File: src/rtl/game_pkg.sv
// game_pkg: shared state encoding and compositor layer bit indices for game_sequencer
package game_pkg;
  typedef enum logic [1:0] {IDLE, PLAY, HIT, OVER} state_t;
  localparam int LAYER_BOARD = 0;
  localparam int LAYER_BUL1 = 1;
  localparam int LAYER_BUL2 = 2;
  localparam int LAYER_PLAYER = 3;
endpackage

File: src/rtl/frame_strobe.sv
// frame_strobe: one-cycle frame tick when vcount returns to line 0
module frame_strobe (
  input  logic       clk,
  input  logic       rst,
  input  logic [9:0] vcount,
  output logic       tick
);
  logic [9:0] vprev;
  always_ff @(posedge clk)
    vprev <= !rst ? '0 : vcount;
  assign tick = vcount == '0 && vprev != '0;
endmodule

File: src/rtl/game_sequencer.sv
// game_sequencer: lives/invulnerability/game-over sequencer driving compositor layers; GAME_BLINK_EN blinks the player while invulnerable
module game_sequencer
  import game_pkg::*;
#(
  parameter int LIVES            = 3,
  parameter int INVULN_FRAMES    = 60,
  parameter int OVER_HOLD_FRAMES = 120,
  parameter int BLINK_SHIFT      = 3
) (
  input  logic       clk,
  input  logic       rst,
  input  logic [9:0] vcount,
  input  logic       start,
  input  logic       hit1,
  input  logic       hit2,
  output logic       over,
  output logic [3:0] layer_en,
  output logic [2:0] lives,
  output logic       playing
);
  localparam logic [3:0] BOARD_BIT  = 4'(1 << LAYER_BOARD);
  localparam logic [3:0] PLAYER_BIT = 4'(1 << LAYER_PLAYER);
  localparam logic [3:0] ALL_ON     = BOARD_BIT | 4'(1 << LAYER_BUL1) | 4'(1 << LAYER_BUL2) | PLAYER_BIT;
  localparam logic [2:0] LIVES_INIT = 3'(LIVES);
  localparam logic [7:0] INV_INIT   = 8'(INVULN_FRAMES);
  localparam logic [7:0] HOLD_MAX   = 8'(OVER_HOLD_FRAMES);
  state_t     state, state_d;
  logic [2:0] lives_d;
  logic [7:0] inv, inv_d, hold, hold_d;
  logic       start_q, start_qq, start_edge, tick, hit, player_on;
  logic [3:0] layer_d;
  frame_strobe u_frame_strobe (
    .clk    (clk),
    .rst    (rst),
    .vcount (vcount),
    .tick   (tick)
  );
  assign start_edge = start_q & ~start_qq;
  assign hit        = hit1 | hit2;
`ifdef GAME_BLINK_EN
  logic [7:0] fc, fc_d;
  assign fc_d      = (state_d == HIT && state != HIT) ? '0 : (state == HIT && tick) ? fc + 8'd1 : fc;
  assign player_on = ~fc_d[BLINK_SHIFT];
  always_ff @(posedge clk)
    fc <= !rst ? '0 : fc_d;
`else
  assign player_on = 1'b1;
`endif
  always_ff @(posedge clk)
    if (!rst) begin
      state    <= IDLE;
      lives    <= LIVES_INIT;
      inv      <= '0;
      hold     <= '0;
      start_q  <= 1'b0;
      start_qq <= 1'b0;
      over     <= 1'b0;
      layer_en <= BOARD_BIT;
      playing  <= 1'b0;
    end else begin
      state    <= state_d;
      lives    <= lives_d;
      inv      <= inv_d;
      hold     <= hold_d;
      start_q  <= start;
      start_qq <= start_q;
      over     <= state_d == OVER;
      layer_en <= layer_d;
      playing  <= state_d == PLAY || state_d == HIT;
    end
  always_comb begin
    state_d = state;
    lives_d = lives;
    inv_d   = inv;
    hold_d  = hold;
    case (state)
      IDLE:
        if (start_edge) begin
          state_d = PLAY;
          lives_d = LIVES_INIT;
        end
      PLAY:
        if (hit) begin
          lives_d = lives - 3'd1;
          state_d = lives == 3'd1 ? OVER : HIT;
          hold_d  = lives == 3'd1 ? 8'd0 : hold;
          inv_d   = lives == 3'd1 ? inv : INV_INIT;
        end
      HIT:
        if (tick) begin
          inv_d   = inv - 8'd1;
          state_d = inv == 8'd1 ? PLAY : HIT;
        end
      OVER: begin
        hold_d = (tick && hold < HOLD_MAX) ? hold + 8'd1 : hold;
        if (start_edge && hold >= HOLD_MAX) begin
          state_d = PLAY;
          lives_d = LIVES_INIT;
        end
      end
      default: state_d = IDLE;
    endcase
    layer_d = state_d == IDLE ? BOARD_BIT :
              state_d == PLAY ? ALL_ON :
              state_d == HIT  ? (player_on ? ALL_ON : ALL_ON & ~PLAYER_BIT) : 4'b0000;
  end
endmodule
File: config.mk
export PLATFORM = sky130hd
export DESIGN_NAME = game_sequencer
export DESIGN_NICKNAME = d
export VERILOG_FILES = /design/src/rtl/game_pkg.sv /design/src/rtl/frame_strobe.sv /design/src/rtl/game_sequencer.sv
export SDC_FILE = /design/constraint.sdc
export NUM_CORES = 1
export LEC_CHECK = 0
export CAP_MARGIN = 20
export CORE_UTILIZATION = 53
export CTS_CLUSTER_DIAMETER = 100
export CTS_CLUSTER_SIZE = 30
export DETAILED_ROUTE_END_ITERATION = 7
export PLACE_DENSITY = 0.89
export SYNTH_ARGS = -nofsm -noshare
export SYNTH_HDL_FRONTEND = slang
export SYNTH_HIERARCHICAL = 1
export SYNTH_SLANG_ARGS = --single-unit
File: constraint.sdc
create_clock -name clk -period 2.7 [get_ports clk]
set_clock_uncertainty 0.15 [all_clocks]
set_input_delay 0.405 -clock clk [delete_from_list [all_inputs] [get_ports clk]]
set_output_delay 0.405 -clock clk [all_outputs]
set_load 0.05 [all_outputs]
==> results.py, run 1 <==
metrics = {
    "floorplan": {
        "io_pins": 24,
        "coreArea_um2": 2850,
        "fp.dieArea_um2": 3340,
        "num_rows": 19,
        "start_util": 0.578,
        "die_height_um": 57.8,
        "die_w_um": 57.8,
    },
    "sta": {
        "hold_viol": 0,
        "clock.fmax_mhz": 382,
        "post-route-period-util": 0.969,
        "rsz0062_at_grt": "false",
        "worst_pin_slew_ns": 0.553,
        "setup-violations-final": 0,
        "fin_crit_ns": 2.62,
        "setup_tns_ns": 0,
        "final-max-slew-violation-count": 0,
        "worst_slew_margin_rel": 0.631,
    },
    "cts": {
        "cts-htree-levels": 2,
        "clkSinkCount": 37,
        "path_clk_slew_ns": 0.12,
        "post_cts_buffers": 0,
        "cts_buffer_depth": 2,
        "cts_tree": "yes",
        "cts_buffers": 5,
        "root_buffer": "clkbuf_4",
        "clkLatencyLatePin_ns": 0.36,
    },
    "critical_path": {
        "end_kind": "flip-flop",
        "startpoint_type": "primary input",
        "reg2reg_depth": 7,
        "critPathArrivalTime_ns": 2.74,
        "critPathKind": "in2reg",
        "reg2reg_to": "layer_en[2]$_SDFF_PP0_",
        "path_max_fanout": 3,
        "r2r_slack_ns": 0.27,
        "critPathLaunch": "vcount[1]",
        "cp.required_ns": 2.83,
        "worstReg2RegStart": "inv[2]$_SDFFE_PN0P_",
        "endpoint": "layer_en[2]$_SDFF_PP0_",
    },
    "yosys": {
        "syn-num-nets": 201,
        "synth_fa_ha_area_frac": 0.0531,
        "yosysTopAreaCell": "dfxtp_1",
        "synth_area_leaders": "dfxtp_1 45%, ha_1 5.3%, and2_1 4.9%",
        "ys_ff_latch": 37,
        "synth_cell_types": 39,
        "ys_async_sr_fraction": 0,
        "synth_simple_gate_area_frac": 0.267,
        "ys_warn_count": 6,
        "synthCells": 179,
        "synth-main-ff-cell": "dfxtp_1",
        "syn_area_um2": 1650,
        "synthXorXnorAreaFrac": 0.0266,
        "synth-edff-count": 0,
        "synth_top_area_share": 0.449,
        "yosysSeqAreaShare": 0.449,
        "synth_compound_area_frac": 0.164,
        "synth_mux_area_frac": 0.00607,
        "syn_avg_cell_area_um2": 9.21,
        "synth_top_family_by_area": "simple AND/OR/NAND/NOR gates",
    },
    "layout": {
        "n_antenna_cell": 0,
        "finish.utilization": 0.717,
        "mostFrequentLayoutCells": "37 x dfxtp_1, 23 x clkdlybuf4s50_1, 13 x nor2_1, 13 x a21oi_1, 13 x and2_1",
        "fillCellCount": 216,
        "syn2layout_area_growth_pct": 24.0,
        "drive_gt1_frac": 0.142,
        "final_common_cell": "dfxtp_1",
        "multiInputGateArea_um2": 863,
        "nNetsFinal": 233,
        "layout.cells.non_filler": 243,
        "regArea_um2": 741,
    },
    "power_and_ir_drop": {
        "p_leak_nw": 0.792,
        "peakVddDrop_mv": 0.469,
        "power_density_nw_per_um2": 651,
    },
    "route": {
        "viasPerCell": 5.91,
        "drc_errors": 0,
        "postRouteAntennaNets": 0,
        "num_vias": 1436,
        "wirelength_um": 3930,
        "wl_per_cell_um": 16.2,
        "drtIter0Drc": 81,
        "first_pass_iters": 4,
    },
    "worst_hold_path": {
        "hold_path_class": "reg2reg",
    },
    "placed_design": {
        "port_buffers": 23,
        "gp_congestion": 0.835,
        "place_hpwl_um": 2770,
        "dp.cells": 235,
    },
    "job": {
        "drv_cap": 0,
    },
    "global_route": {
        "grt_max_degree": 25,
        "grtUsageTotal": 0.259,
        "grt_pass1_wl_um": 6310,
        "grt_pass1_vias": 1376,
        "antenna_found_initial": 0,
        "grt_overflow": 0,
    },
    "run_status": {
        "outcome": "completed",
    },
}
==> cells in the mapped netlist, types with 2 or more instances <==
| cell type | n |
|---|---|
| nand2b_1 | 2 |
| nand2_1 | 4 |
| a2111o_1 | 4 |
| dfxtp_1 | 37 |
| nand3_1 | 11 |
| ha_1 | 7 |
| buf_4 | 2 |
| nand4_1 | 2 |
| nor3_1 | 6 |
| o21ai_0 | 10 |
| a31oi_1 | 2 |
| nor4_1 | 3 |
| a21oi_1 | 13 |
| xnor2_1 | 4 |
| inv_1 | 8 |
| nor2_1 | 13 |
| o21a_1 | 2 |
| and2_1 | 13 |
| or2_2 | 4 |
| o31ai_1 | 2 |
| or3_2 | 2 |
| clkbuf_1 | 3 |
| and3_1 | 4 |
| nor4_2 | 2 |
| nor2b_1 | 5 |
==> report_power, final <==
group	total [W]	switching, W	leakage (nW)	internal (W)
Sequential	0.000612	0.0000289	0.303	0.000583
Clock	0.000414	0.000194	0.0445	0.000220
Combinational	0.000304	0.000178	0.445	0.000125
==> routing by layer <==
| metal | GRT usage | up-vias | wire (um) |
|---|---|---|---|
| li1 | - | 706 | - |
| met1 | 0.292 | 678 | 1610 |
| met4 | 0.116 | 0 | 63 |
| met5 | 0 | - | 0 |
| met3 | 0.0915 | 7 | 237 |
| met2 | 0.440 | 45 | 2020 |
==> sequential cells by signal (all words and copies together), names as in the netlist <==
register and count:
inv 8, over 1, state 2, playing 1, start_qq 1, start_q 1
layer_en 2, lives 3, u_frame_strobe/vprev 10, hold 8
==> repair_timing <==
item,in CTS,in global routing
endpoints found under the setup margin,0,1
hold buffers,0,0
gates resized for setup,0,2
hold endpoints to repair,0,0
==> final cells by class <==
cell class / count / share of cell area
Multi-Input combinational cell: 129 / 0.422
Inverter: 8 / 0.0147
Sequential cell: 37 / 0.362
Clock buffer: 6 / 0.0251
Tap cell: 31 / 0.0190
Clock inverter: 2 / 0.0184
Timing Repair Buffer: 30 / 0.138
==> through the flow <==
step           hold slack (ns)  cell area, um^2  total power, W  setup slack (ns)
6_report                 0.324             2040         0.00133            0.0844
5_1_grt                  0.332             2040         0.00138            0.0245
4_1_cts                  0.320             2030         0.00133            0.0457
3_5_place_dp             0.291             1940        0.000921            -0.323
3_3_place_gp             0.282             1940        0.000906            -0.144
2_1_floorplan            0.271             1650        0.000817             0.277
==> worst max-delay path, cell delays in order <==
cell	delay (ns)
clkdlybuf4s50_1	0.44
nor4_2	0.27
nand3_1	0.14
a31oi_2	0.21
nand2_1	0.09
o41a_1	0.37
nor2_1	0.16
nand2_1	0.08
ha_1	0.29
and2_1	0.17
nor2b_1	0.12
==> worst min-delay path by stage <==
stage                             startpoint                  end  cells after the start
after global routing      start_q$_SDFF_PN0_  start_qq$_SDFF_PN0_                      1
final                     start_q$_SDFF_PN0_  start_qq$_SDFF_PN0_                      1
after global placement    start_q$_SDFF_PN0_  start_qq$_SDFF_PN0_                      1
after CTS                 start_q$_SDFF_PN0_  start_qq$_SDFF_PN0_                      1
after detailed placement  start_q$_SDFF_PN0_  start_qq$_SDFF_PN0_                      1
after floorplan           start_q$_SDFF_PN0_  start_qq$_SDFF_PN0_                      1
==> cell families after synthesis <==
family                     Yosys count
and+or+nand+nor                     76
adders and majority gates            7
xor gates and xnor gates             5
muxes                                1
buffers and inverters               13
DFF                                 37
AOI/OAI and AO/OA                   40
No activity file was read; power rests on OpenSTA's default activity.
==> run 2: changes to the inputs <==
- CELL_PAD_IN_SITES_DETAIL_PLACEMENT: not set -> 1
- CELL_PAD_IN_SITES_GLOBAL_PLACEMENT: not set -> 1
- CORE_UTILIZATION: 53 -> 40
- PLACE_DENSITY: 0.89 -> 0.88
==> results.py, run 2 (synthesis gave the netlist of run 1 again) <==
metrics = {
    "run_status": {
        "outcome": "completed",
    },
    "floorplan": {
        "coreArea_um2": 3800,
        "die_w_um": 66.2,
        "num_rows": 22,
        "io_pins": 24,
        "fp.dieArea_um2": 4380,
        "die_height_um": 66.2,
        "start_util": 0.434,
    },
    "critical_path": {
        "path_cells": "clkdlybuf4s50_1 > nor4_2 > nand3_1 > a31oi_1 > nand2_1 > o41a_1 > nor2_1 > nand2_1 > ha_1 > and2_1 > nor2b_1",
        "end_kind": "flip-flop",
        "worst_path_max_delay_cell": "clkdlybuf4s50_1",
        "cp_common_cell": "nand2_1",
        "path_max_fanout": 3,
        "startpoint_type": "primary input",
        "cp.required_ns": 2.75,
        "critPathKind": "in2reg",
        "max_stage_delay_ns": 0.43,
        "critPathArrivalTime_ns": 2.64,
    },
    "worst_hold_path": {
        "hold_path_class": "in2reg",
    },
    "power_and_ir_drop": {
        "power_density_nw_per_um2": 625,
        "pwr-share-seq": 0.470,
        "p_leak_nw": 0.866,
        "swShare": 0.321,
        "clock_power_share": 0.295,
        "peakVddDrop_mv": 0.265,
        "intPower_w": 0.000890,
        "comb_power_share": 0.235,
        "power.switching_w": 0.000420,
    },
    "cts": {
        "clkLatencyLatePin_ns": 0.29,
        "root_buffer": "clkbuf_8",
        "ctsHoldBuffers": 0,
        "cts_tree": "yes",
        "post_cts_buffers": 0,
        "cts-htree-levels": 2,
        "clkSinkCount": 37,
        "path_clk_slew_ns": 0.08,
        "cts_buffers": 5,
        "cts_buffer_depth": 2,
    },
    "route": {
        "postRouteAntennaNets": 0,
        "viasPerCell": 5.59,
        "num_vias": 1464,
        "drc_errors": 0,
        "first_pass_iters": 2,
        "drtIter0Drc": 35,
        "wirelength_um": 4420,
        "wl_per_cell_um": 16.9,
    },
    "global_route": {
        "antenna_found_initial": 0,
        "grt_pass1_wl_um": 7150,
        "grtUsageTotal": 0.221,
        "grt_overflow": 0,
        "grt_pass1_vias": 1574,
        "grt_max_degree": 17,
    },
    "placed_design": {
        "pre_cts_ws_ns": -0.337,
        "place_hpwl_um": 3270,
        "placed_cell_area_um2": 1980,
        "port_buffers": 23,
        "gp_congestion": 0.809,
    },
    "layout": {
        "regMostFlops": "u_frame_strobe/vprev",
        "regArea_um2": 741,
        "largest_reg_flops": 10,
        "mostFrequentLayoutCells": "37 x dfxtp_1, 16 x clkdlybuf4s50_1, 13 x nor2_1, 13 x a21oi_1, 13 x and2_1",
        "final_common_cell": "dfxtp_1",
        "fillCellCount": 445,
        "reg_top3": "u_frame_strobe/vprev x10, hold x8, inv x8",
        "design_area_um2": 2090,
        "nNetsFinal": 235,
        "multiInputGateArea_um2": 857,
        "syn2layout_area_growth_pct": 27.0,
        "drive_gt1_frac": 0.145,
        "n_antenna_cell": 0,
    },
    "sta": {
        "final-max-slew-violation-count": 0,
        "clock.fmax_mhz": 385,
        "rsz0062_at_grt": "false",
        "holdWs_ns": 0.230,
        "worst_pin_slew_ns": 0.888,
        "layout_setup_ws_ns": 0.106,
        "setup_tns_ns": 0,
        "fin_crit_ns": 2.59,
        "setup-violations-final": 0,
        "post-route-period-util": 0.961,
        "hold_viol": 0,
        "worst_slew_margin_rel": 0.403,
    },
    "job": {
        "drv_cap": 0,
    },
}
## run 2: changes by cell type in the layout (fill, tap and decap cells not counted), sizes merged
cell | before | now
buf | 7 | 9
clkinv | 0 | 3
clkinvlp | 1 | 0
clkbuf | 6 | 5
bufinv | 1 | 0
dlymetal6s2s | 0 | 7
clkdlybuf4s50 | 23 | 16
## run 2: final timing paths
kind         depth (start not counted)  slack (ns)                            endpoint                 from
min                                  2        0.23  u_frame_strobe/vprev[8]$_SDFF_PN0_            vcount[8]
min reg2reg                          1        0.33                 start_qq$_SDFF_PN0_   start_q$_SDFF_PN0_
max                                 11        0.11              layer_en[2]$_SDFF_PP0_            vcount[1]
max reg2reg                          7        0.39              layer_en[2]$_SDFF_PP0_  inv[2]$_SDFFE_PN0P_
## run 2: per-layer routing
layer,global-route usage,up-vias,wire length [um]
met1,0.228,717,1840
met5,0,-,0
met4,0.0691,0,72
met2,0.429,23,2390
met3,0.0569,11,117
li1,-,713,-
## run 2: metrics by stage
step | total power (W) | utilization | std cells
2_1_floorplan | 0.000817 | - | 179
6_report | 0.00131 | 0.551 | 262
3_5_place_dp | 0.000928 | 0.521 | 254
3_3_place_gp | 0.000906 | 0.521 | 254
4_1_cts | 0.00132 | 0.547 | 262
5_1_grt | 0.00137 | 0.551 | 262
## run 2: area by class of cell
cell class | instances | share of cell area
well taps | 48 | 0.0287
flip-flops and latches | 37 | 0.354
repair buffers | 32 | 0.151
clock inverters | 3 | 0.0108
multi-input cells | 129 | 0.409
clock buffers | 5 | 0.0329
inverters | 8 | 0.0143
## run 2: power by group through the flow
| stage | Combinational, W | Clock [W] | Sequential, W |
|---|---|---|---|
| floorplan | 0.000152 | 0 | 0.000665 |
| global placement | 0.000285 | 0 | 0.000621 |
| detailed placement | 0.000300 | 0 | 0.000628 |
| CTS | 0.000308 | 0.000396 | 0.000616 |
| global route | 0.000326 | 0.000425 | 0.000620 |
| finish | 0.000308 | 0.000386 | 0.000616 |
## run 2: worst max-delay path, delay by kind of cell
family / cells / cell delay [ns]
AO/OA/AOI/OAI: 2 / 0.63
adder cells (fa/ha/maj): 1 / 0.28
buffers and inverters: 1 / 0.43
AND/OR/NAND/NOR: 7 / 0.88
## run 2: repair_timing
action                                  in CTS  in global routing
hold endpoints to repair                     0                  0
cloned                                       0                  0
pin swaps                                    0                  8
endpoints found under the setup margin       1                  1
gates resized for setup                      1                  7
==> run 3: changes to the inputs <==
- PLACE_DENSITY: 0.88 -> not set
- PLACE_DENSITY_LB_ADDON: not set -> 0.1
==> results.py, run 3 (synthesis gave the netlist of run 1 again) <==
metrics = {
    "run_status": {
        "outcome": "completed",
    },
    "cts": {
        "clkLatencyLatePin_ns": 0.29,
        "cts-htree-levels": 2,
        "clkSinkCount": 37,
        "root_buffer": "clkbuf_8",
        "cts_tree": "yes",
        "path_clk_slew_ns": 0.07,
        "cts_buffer_depth": 2,
        "ctsHoldBuffers": 0,
        "cts_buffers": 5,
    },
    "global_route": {
        "grt_pass1_vias": 1428,
        "grtUsageTotal": 0.208,
        "grt_overflow": 0,
        "grt_pass1_wl_um": 6760,
        "antenna_found_initial": 0,
        "grt_max_degree": 25,
    },
    "sta": {
        "setup-violations-final": 0,
        "final-max-slew-violation-count": 0,
        "worst_pin_slew_ns": 0.558,
        "holdWs_ns": 0.248,
        "hold_viol": 0,
        "post-route-period-util": 0.961,
        "layout_setup_ws_ns": 0.105,
        "clock.fmax_mhz": 385,
        "fin_crit_ns": 2.59,
        "worst_slew_margin_rel": 0.627,
    },
    "critical_path": {
        "r2r_slack_ns": 0.35,
        "startpoint_type": "primary input",
        "max_stage_delay_ns": 0.42,
        "end_kind": "flip-flop",
        "cp.required_ns": 2.73,
        "path_cells": "clkdlybuf4s50_1 > nor4_2 > nand3_1 > a31oi_2 > nand2_1 > o41a_1 > nor2_1 > nand2_1 > ha_4 > and2_4 > nor2b_1",
        "worst_path_max_delay_cell": "clkdlybuf4s50_1",
        "critPathKind": "in2reg",
        "cp_common_cell": "nand2_1",
        "critPathArrivalTime_ns": 2.63,
        "path_max_fanout": 3,
    },
    "layout": {
        "design_area_um2": 2140,
        "n_antenna_cell": 0,
        "regArea_um2": 741,
        "largest_reg_flops": 10,
        "final_common_cell": "dfxtp_1",
        "reg_top3": "u_frame_strobe/vprev x10, hold x8, inv x8",
        "drive_gt1_frac": 0.163,
        "fillCellCount": 463,
        "nNetsFinal": 236,
        "multiInputGateArea_um2": 885,
        "mostFrequentLayoutCells": "37 x dfxtp_1, 20 x clkdlybuf4s50_1, 13 x nor2_1, 13 x a21oi_1, 12 x and2_1",
        "regMostFlops": "u_frame_strobe/vprev",
        "syn2layout_area_growth_pct": 29.8,
        "finish.utilization": 0.564,
    },
    "floorplan": {
        "die_height_um": 66.2,
        "fp.dieArea_um2": 4380,
        "io_pins": 24,
        "num_rows": 22,
        "die_w_um": 66.2,
        "coreArea_um2": 3800,
        "start_util": 0.434,
    },
    "power_and_ir_drop": {
        "p_leak_nw": 0.835,
        "peakVddDrop_mv": 0.306,
        "power_density_nw_per_um2": 666,
        "p_total_w": 0.00143,
    },
    "route": {
        "num_vias": 1386,
        "viasPerCell": 5.27,
        "drtIter0Drc": 53,
        "postRouteAntennaNets": 0,
        "first_pass_iters": 4,
        "drc_errors": 0,
        "wirelength_um": 3830,
        "wl_per_cell_um": 14.6,
    },
    "job": {
        "drv_cap": 0,
    },
    "placed_design": {
        "placed_cell_area_um2": 1990,
        "place_hpwl_um": 2900,
        "pre_cts_ws_ns": -0.326,
        "port_buffers": 23,
        "gp_congestion": 0.781,
    },
    "worst_hold_path": {
        "hold_path_class": "in2reg",
    },
}
==> run 3: cell count changes in the layout (fill, tap and decap cells not counted), sizes merged <==
cell	previous run	this run
dlygate4sd2	0	2
clkinv	3	0
clkinvlp	0	1
dlymetal6s2s	7	1
bufinv	0	1
clkdlybuf4s50	16	20
buf	9	10
clkbuf	5	6
==> run 3: timing repair <==
item,CTS,global route
setup endpoints to repair,1,1
resized for setup,6,2
pin swaps,9,4
setup buffers,0,0
==> run 3: stage by stage <==
| step | setup TNS [ns] | std cells |
|---|---|---|
| after global routing | -0.0208 | 263 |
| after floorplan | 0 | 179 |
| after global placement | -0.564 | 255 |
| after CTS | 0 | 263 |
| final | 0 | 263 |
| after detailed placement | -0.798 | 255 |
==> run 3: final cells by class <==
cell class | count | area share
Timing Repair Buffer | 33 | 0.143
Clock buffer | 6 | 0.0386
Inverter | 8 | 0.0140
Multi-Input combinational cell | 129 | 0.413
Sequential cell | 37 | 0.346
Tap cell | 48 | 0.0281
Clock inverter | 2 | 0.0175
==> run 3: worst max-delay path: cells and delay by family <==
family,cells,cell delay (ns)
and+or+nand+nor,7,1.01
AOI/OAI and AO/OA,2,0.57
buffers and inverters,1,0.42
adders and majority gates,1,0.22
==> run 3: per-layer routing <==
metal,GRT usage,part of all wire,up-vias
li1,-,-,710
met3,0.0552,0.034,6
met4,0.0745,0.015,0
met5,0,0,-
met1,0.244,0.46,647
met2,0.360,0.49,23
==> run 3: worst paths after layout <==
kind,startpoint,endpoint,cells after the start
worst max register to register,inv[2]$_SDFFE_PN0P_,layer_en[2]$_SDFF_PP0_,7
worst min register to register,start_q$_SDFF_PN0_,start_qq$_SDFF_PN0_,1
worst min-delay path,vcount[6],u_frame_strobe/vprev[6]$_SDFF_PN0_,2
worst max-delay path,vcount[5],layer_en[2]$_SDFF_PP0_,11
==> run 3: report_power, final <==
part	switching (W)	total [W]	internal, W
clock	0.000196	0.000496	0.000300
sequential	0.0000297	0.000613	0.000583
combinational	0.000183	0.000317	0.000135
total	0.000409	0.00143	0.00102
